--- config.mk ---
export PLATFORM = sky130hd
export DESIGN_NAME = data_mem_access_unit
export DESIGN_NICKNAME = d
export VERILOG_FILES = /design/src/rtl/data_mem_access_unit.sv
export SDC_FILE = /design/constraint.sdc
export NUM_CORES = 1
export LEC_CHECK = 0
export CORE_MARGIN = 2
export CORE_UTILIZATION = 25
export DETAILED_ROUTE_END_ITERATION = 6
export GPL_TIMING_DRIVEN = 0
export PLACE_DENSITY = 0.63
export SLEW_MARGIN = 20
export SYNTH_ARGS = -nofsm -noshare
export SYNTH_HDL_FRONTEND = slang
export SYNTH_SLANG_ARGS = --single-unit
export TNS_END_PERCENT = 20
--- constraint.sdc ---
create_clock -name clk -period 3.5 [get_ports clk]
set_input_delay 0.35 -clock clk [delete_from_list [all_inputs] [get_ports clk]]
set_output_delay 0.35 -clock clk [all_outputs]
set_load 0.02 [all_outputs]
--- src/rtl/data_mem_access_unit.sv ---
// Memory-stage access unit: aligns loads/stores onto a word-wide req/ack data bus,
// generates byte strobes, extends load results, and stalls the pipeline until ack.
module data_mem_access_unit #(
    parameter int XLEN = 32
) (
    input  logic              clk,
    input  logic              reset,
    input  logic              req_valid,
    input  logic              we,
    input  logic [2:0]        funct3,
    input  logic [XLEN-1:0]   addr,
    input  logic [XLEN-1:0]   write_data,
    output logic [XLEN-1:0]   read_data,
    output logic              stall_mem,
    output logic              access_fault,
    output logic              bus_req,
    output logic              bus_we,
    output logic [XLEN-1:0]   bus_addr,
    output logic [XLEN-1:0]   bus_wdata,
    output logic [XLEN/8-1:0] bus_wstrb,
    input  logic              bus_ack,
    input  logic [XLEN-1:0]   bus_rdata
);

    localparam int NB = XLEN / 8;

    localparam logic [1:0] IDLE = 2'd0;
    localparam logic [1:0] BUSY = 2'd1;
    localparam logic [1:0] DONE = 2'd2;

    logic [1:0]      state;
    logic [2:0]      ld_funct3;
    logic [1:0]      ld_off;
    logic            legal;
    logic            aligned;
    logic            accept;
    logic [NB-1:0]   strb_next;
    logic [XLEN-1:0] wdata_next;
    logic [XLEN-1:0] shifted;
    logic [XLEN-1:0] load_value;

    always_comb begin
        legal = 1'b0;
        case (funct3)
            3'd0, 3'd1, 3'd2: legal = 1'b1;
            3'd4, 3'd5:       legal = !we;
            default:          legal = 1'b0;
        endcase
        aligned = 1'b1;
        case (funct3[1:0])
            2'd1:    aligned = !addr[0];
            2'd2:    aligned = (addr[1:0] == 2'b00);
            default: aligned = 1'b1;
        endcase
        accept = req_valid && legal && aligned;
    end

    assign stall_mem = !reset && ((state == IDLE && accept) || state == BUSY);

    always_comb begin
        strb_next  = '1;
        wdata_next = write_data;
        case (funct3[1:0])
            2'd0: begin
                strb_next  = NB'(1) << addr[1:0];
                wdata_next = {NB{write_data[7:0]}};
            end
            2'd1: begin
                strb_next  = NB'(3) << {addr[1], 1'b0};
                wdata_next = {(NB/2){write_data[15:0]}};
            end
            default: begin
                strb_next  = '1;
                wdata_next = write_data;
            end
        endcase
    end

    // Extraction uses the offset/size captured at request time, not the live inputs.
    always_comb begin
        shifted    = bus_rdata >> {ld_off, 3'b000};
        load_value = shifted;
        case (ld_funct3)
            3'd0:    load_value = {{(XLEN-8){shifted[7]}}, shifted[7:0]};
            3'd4:    load_value = {{(XLEN-8){1'b0}}, shifted[7:0]};
            3'd1:    load_value = {{(XLEN-16){shifted[15]}}, shifted[15:0]};
            3'd5:    load_value = {{(XLEN-16){1'b0}}, shifted[15:0]};
            default: load_value = shifted;
        endcase
    end

    always_ff @(posedge clk) begin
        if (reset) begin
            state        <= IDLE;
            read_data    <= '0;
            bus_req      <= 1'b0;
            bus_we       <= 1'b0;
            bus_addr     <= '0;
            bus_wdata    <= '0;
            bus_wstrb    <= '0;
            access_fault <= 1'b0;
            ld_funct3    <= '0;
            ld_off       <= '0;
        end else begin
            access_fault <= 1'b0;
            case (state)
                IDLE: begin
                    if (req_valid && !(legal && aligned)) begin
                        access_fault <= 1'b1;
                    end else if (accept) begin
                        bus_req   <= 1'b1;
                        bus_we    <= we;
                        bus_addr  <= {addr[XLEN-1:2], 2'b00};
                        bus_wdata <= we ? wdata_next : '0;
                        bus_wstrb <= we ? strb_next : '0;
                        ld_funct3 <= funct3;
                        ld_off    <= addr[1:0];
                        state     <= BUSY;
                    end
                end
                BUSY: begin
                    if (bus_ack) begin
                        bus_req <= 1'b0;
                        if (!bus_we) read_data <= load_value;
                        state <= DONE;
                    end
                end
                DONE:    state <= IDLE;
                default: state <= IDLE;
            endcase
        end
    end

endmodule

# Yosys cells after proc, flatten, opt, wreduce, memory -nomap -nowiden
# Index checks and enable logic that the tools add are counted.
[word_totals]
regBits = 108
latch_bits = 0
ram_bits = 0
mem_bits_ro = 0
inputBits = 104
output_inout_bits = 104
elab_cells = 69
n_memories = 0
[op_classes]
n_addsub = 0
multipliers = 0
div_mod_pow = 0
order_cmp = 0
eq_ne = 13
n_shift = 3
muxes = 16
bitwise_logic = 3
n_reduce_logical = 24
[ops]
columns = ["cell", "n"]
rows = [
  ["32-bit one-hot mux with 4 select lines", 1],
  ["32-bit one-hot mux with 2 select lines", 1],
  ["32-bit two-way mux", 1],
  ["32-bit by 5-bit >> shifter with 32-bit output", 1],
  ["3-bit equality test (second input constant)", 4],
  ["3-bit AND reduction", 3],
  ["4-bit one-hot mux with 2 select lines", 1],
  ["3-bit by 1-bit equality test with 1-bit output (second input constant)", 2],
  ["1-bit logical AND", 6],
  ["2-bit logical NOT", 3],
  ["3-bit logical NOT", 2],
  ["2-bit two-way mux", 3],
  ["2-bit != test (second input constant)", 3],
  ["1-bit one-hot mux with 2 select lines", 3],
  ["2-bit by 1-bit equality test with 1-bit output (second input constant)", 2],
  ["1-bit logical NOT", 4],
  ["1-bit two-way mux", 4],
  ["4-bit two-way mux", 1],
  ["2-bit one-hot mux with 2 select lines", 1],
  ["4-bit AND reduction", 1],
  ["2-bit OR reduction", 2],
  ["1-bit by 2-bit left shift with 4-bit output (first input constant)", 1],
  ["2-bit by 2-bit left shift with 4-bit output (first input constant)", 1],
  ["3-bit by 2-bit equality test with 1-bit output (second input constant)", 1],
  ["5 further kinds", 7],
]

# Depth between registers and ports, before layout
[depth]
word_depth = 8
ltp_mapped = 8
ltp_nobuf = 6

# Worst setup path before layout
# OpenSTA, ideal clock, no wires.
[synth_timing]
path_kind = "input-to-output"
start = "input port funct3[0]"
end = "output port stall_mem"
t_arrival_ps = 1778
required_time_ps = 3150
setup_slack_ps = 1372
stages = 6
path_cell_list = "inv_1 -> ha_1 -> or3b_4 -> a31oi_4 -> nand2_1 -> a21oi_1"
[synth_between]
elab_chain_len = 8
[synth_rtl]
columns = ["element", "line_no", "source"]
rows = [
  ["start, declared", "10", "input logic [2:0] funct3,"],
  ["3-bit by 1-bit equality test with 1-bit output, or another cell as far along", "44", "case (funct3)"],
  ["3-bit OR reduction / 2-bit OR reduction (equally long branches)", "44", ""],
  ["1-bit one-hot mux with 2 select lines", "44", ""],
  ["1-bit logical AND", "55", "accept = req_valid && legal && aligned;"],
  ["1-bit logical AND (*)", "55", ""],
  ["1-bit logical AND (*)", "58", "assign stall_mem = !reset && ((state == IDLE && accept) || state == BUSY);"],
  ["1-bit logical OR (*)", "58", ""],
  ["1-bit logical AND (*)", "58", ""],
  ["end, declared", "14", "output logic stall_mem,"],
]
# Mark *: on every way between the ends. The rest lies on a longest branch, timed or not.

# Final worst setup path
# Ends and elaborated chain as after synthesis.

==> results.cfg <==
[clock_tree]
htree_levels = 3
hold_buffers = 0
clock-sinks = 108
clockBufferDepth = 2
numCtsBuffers = 9
cts.reportedPaths.clkPinSlew_ns = 0.07
cts_setup_buffers = 0
post_cts_resized = 0
cts-root-buf = clkbuf_16
clk_latency_ns = 0.35
cts_tree = yes

[power]
finalPower_mw = 3.11
pwr_density_cell_nw_per_um2 = 407
max-vdd-ir-drop_mv = 0.229
p_leak_nw = 2.56

[floorplan]
die_h_um = 144
start_util_pct = 25.3
io_pins = 208
die_x_um = 144
die_area_um2 = 20700
core_area_um2 = 19300
row_count = 51

[logic_synthesis]
synthCells = 566
yosysWarnings = 0
yosysSeqAreaShare_pct = 44.1
yosysUniqueCellTypes = 45
ys_ff_latch = 108
async_reset_ff_share_pct = 0
yosysTopAreaCell = dfxtp_1
synth_edf_count = 0
syn_area_per_cell_um2 = 8.65
synth_top_area_share_pct = 44.1
synth_ff_type = dfxtp_1
netlist_top_cells_area = dfxtp_1 (44%), a21oi_1 (10%), o21ai_0 (5.5%)
synthesis.area_um2 = 4900

[critical_path]
crit_fanout = 10
r2r-end = read_data[24]
endpoint_kind = output pin
reg2reg_depth = 6
cpPeakStageDelay_ns = 0.65
crit_chain = clkdlybuf4s50_1 > inv_1 > ha_1 > or3b_4 > a31oi_4 > nand2_1 > a21oi_1 > clkdlybuf4s50_1
crit_buf_inv = 3
worstPathRequired_ns = 3.15
critPathSlowestCell = clkdlybuf4s50_1
critPathTopFamily = buffers and inverters
cp_common_cell = clkdlybuf4s50_1
r2r-start = ld_off[0]
arrival_ns = 2.94
crit_path_start_kind = primary input
worst-setup-path-type = primary input to output pin
rrSetupSlack_ns = 1.60

[worst_hold_path]
min_path_type = primary input to register
whs_endpoint = bus_wdata[16]
hp-start = we
worstHoldPathCells = 3

[grt]
grt_max_degree = 18
grtUsageTotal_pct = 17.4
antenna_found_initial = 0
grt_first_pass_wirelength_um = 27600
overflow = 0
grt_pass1_vias = 4938

[cells_and_area]
antenna_cells = 0
synthToLayoutAreaGrowth_pct = 55.8
nets = 888
n_fill_cell = 1996
drive_gt1_share_pct = 8.27

[placed_design]
dpl.hpwl_um = 14000
gp_congestion = 0.808
portBuffers = 203

[timing]
setup_viol = 0
clock.fmax_mhz = 304
slew_viol_final = 0
fin_crit_sh_pct = 94.0
rsz0062_at_grt = no
relSlewSlack_pct = 60.3
hold_viol = 0
worstMarginPinSlew_ns = 0.595
period_minus_slack_ns = 3.29
finClkSkew_ns = 0.00764
setup_tns_ns = 0

[flow_run]
maxCapViolCount = 0

[route]
drt_iter0_drc = 270
dr.pass1.iters = 4
wirelength_um = 18400
routed-via-count = 5042
via_per_inst = 4.80
drc = 0
postRouteAntennaNets = 0
wl_per_cell_um = 17.5

[outcome]
outcome = completed
cells in the mapped netlist, drive strengths merged (5+ instances only):
cell,count
o2bb2ai,23
mux2i,15
mux2,18
inv,5
buf,21
clkbuf,37
nor2b,6
a211oi,16
o21ai,54
a21oi,104
nand3,36
nor2,32
o211ai,7
dfxtp,108
nand4,16
nand2,19
a22o,9
nor3,11
cells by family (layout without fill, tap and decap cells):
| group | Yosys count | in the layout | synth area share (%) |
|---|---|---|---|
| simple gates | 131 | 131 | 13.4 |
| compound gates | 225 | 225 | 27.9 |
| mux | 35 | 35 | 8.12 |
| other cells | 1 | 2 | 0.0766 |
| buf+inv | 63 | 282 | 5.57 |
| flops | 108 | 108 | 44.1 |
| fa+ha+maj | 3 | 3 | 0.767 |
cell usage in the layout, fill, tap and decap left out, types with 5 or more instances in the layout:
| cell | n |
|---|---|
| a21oi_1 | 102 |
| o211ai_1 | 7 |
| inv_1 | 5 |
| clkbuf_16 | 9 |
| o2bb2ai_1 | 23 |
| a211oi_1 | 16 |
| mux2_2 | 17 |
| nand4_1 | 16 |
| dfxtp_1 | 108 |
| o21ai_0 | 54 |
| buf_2 | 14 |
| nand3_1 | 35 |
| clkdlybuf4s50_1 | 203 |
| mux2i_1 | 15 |
| nor3_1 | 11 |
| a22o_1 | 9 |
| nor2_1 | 32 |
| clkbuf_1 | 37 |
| nor2b_1 | 6 |
| nand2_1 | 18 |
tightest hold or removal path: cells and delay by family:
family | cells | cell delay [ns]
AOI/OAI and AO/OA | 1 | 0.06
and+or+nand+nor | 1 | 0.10
buffers and inverters | 1 | 0.16
how the worst max path moves through the flow:
stage              start  cells past startpoint  slack [ns]         to
5_1_grt        funct3[0]                      8        0.01  stall_mem
4_1_cts        funct3[0]                      8        0.13  stall_mem
6_report       funct3[0]                      8        0.21  stall_mem
3_3_place_gp   funct3[0]                      8        0.15  stall_mem
3_5_place_dp   funct3[0]                      8        0.13  stall_mem
2_1_floorplan  funct3[0]                      6        1.37  stall_mem
through the flow:
step                      instance area (um2)  worst slack (ns)  hold WS [ns]  instances  util, %
final                                    7630             0.211         0.370       1051     39.5
after CTS                                7620             0.127         0.358       1051     39.4
after floorplan                          4900              1.37         0.468        567        -
after global routing                     7630           0.00972         0.381       1051     39.5
after detailed placement                 7260             0.131         0.446       1035     37.6
after global placement                   7260             0.150         0.442       1035     37.6
state kept, by name, summed over array words and instances, names as in the netlist:
register      cells
ld_off            2
bus_wdata        32
state             2
ld_funct3         3
access_fault      1
bus_we            1
bus_addr         30
bus_wstrb         4
read_data        32
bus_req           1
report_power, final:
group | switching [mW] | internal, mW
registers | 0.0232 | 1.27
clock network | 0.479 | 0.742
logic | 0.322 | 0.272
routing by layer:
| layer | wire length [um] | GRT usage [%] | vias up |
|---|---|---|---|
| met1 | 8390 | 23.3 | 2337 |
| met2 | 8280 | 27.3 | 177 |
| met4 | 262 | 4.33 | 0 |
| met3 | 1500 | 5.33 | 18 |
| li1 | - | - | 2510 |
| met5 | 0 | 0 | - |
final cells by class:
class	count	area, um2	share of cell area [%]
Multi-Input combinational cell	396	2470	32.4
Sequential cell	108	2160	28.3
Timing Repair Buffer	203	2030	26.6
Tap cell	265	332	4.34
Buffer	58	254	3.33
Clock buffer	11	253	3.31
Clock inverter	5	106	1.39
Inverter	5	18.8	0.246
(Power assumes the default switching activity.)
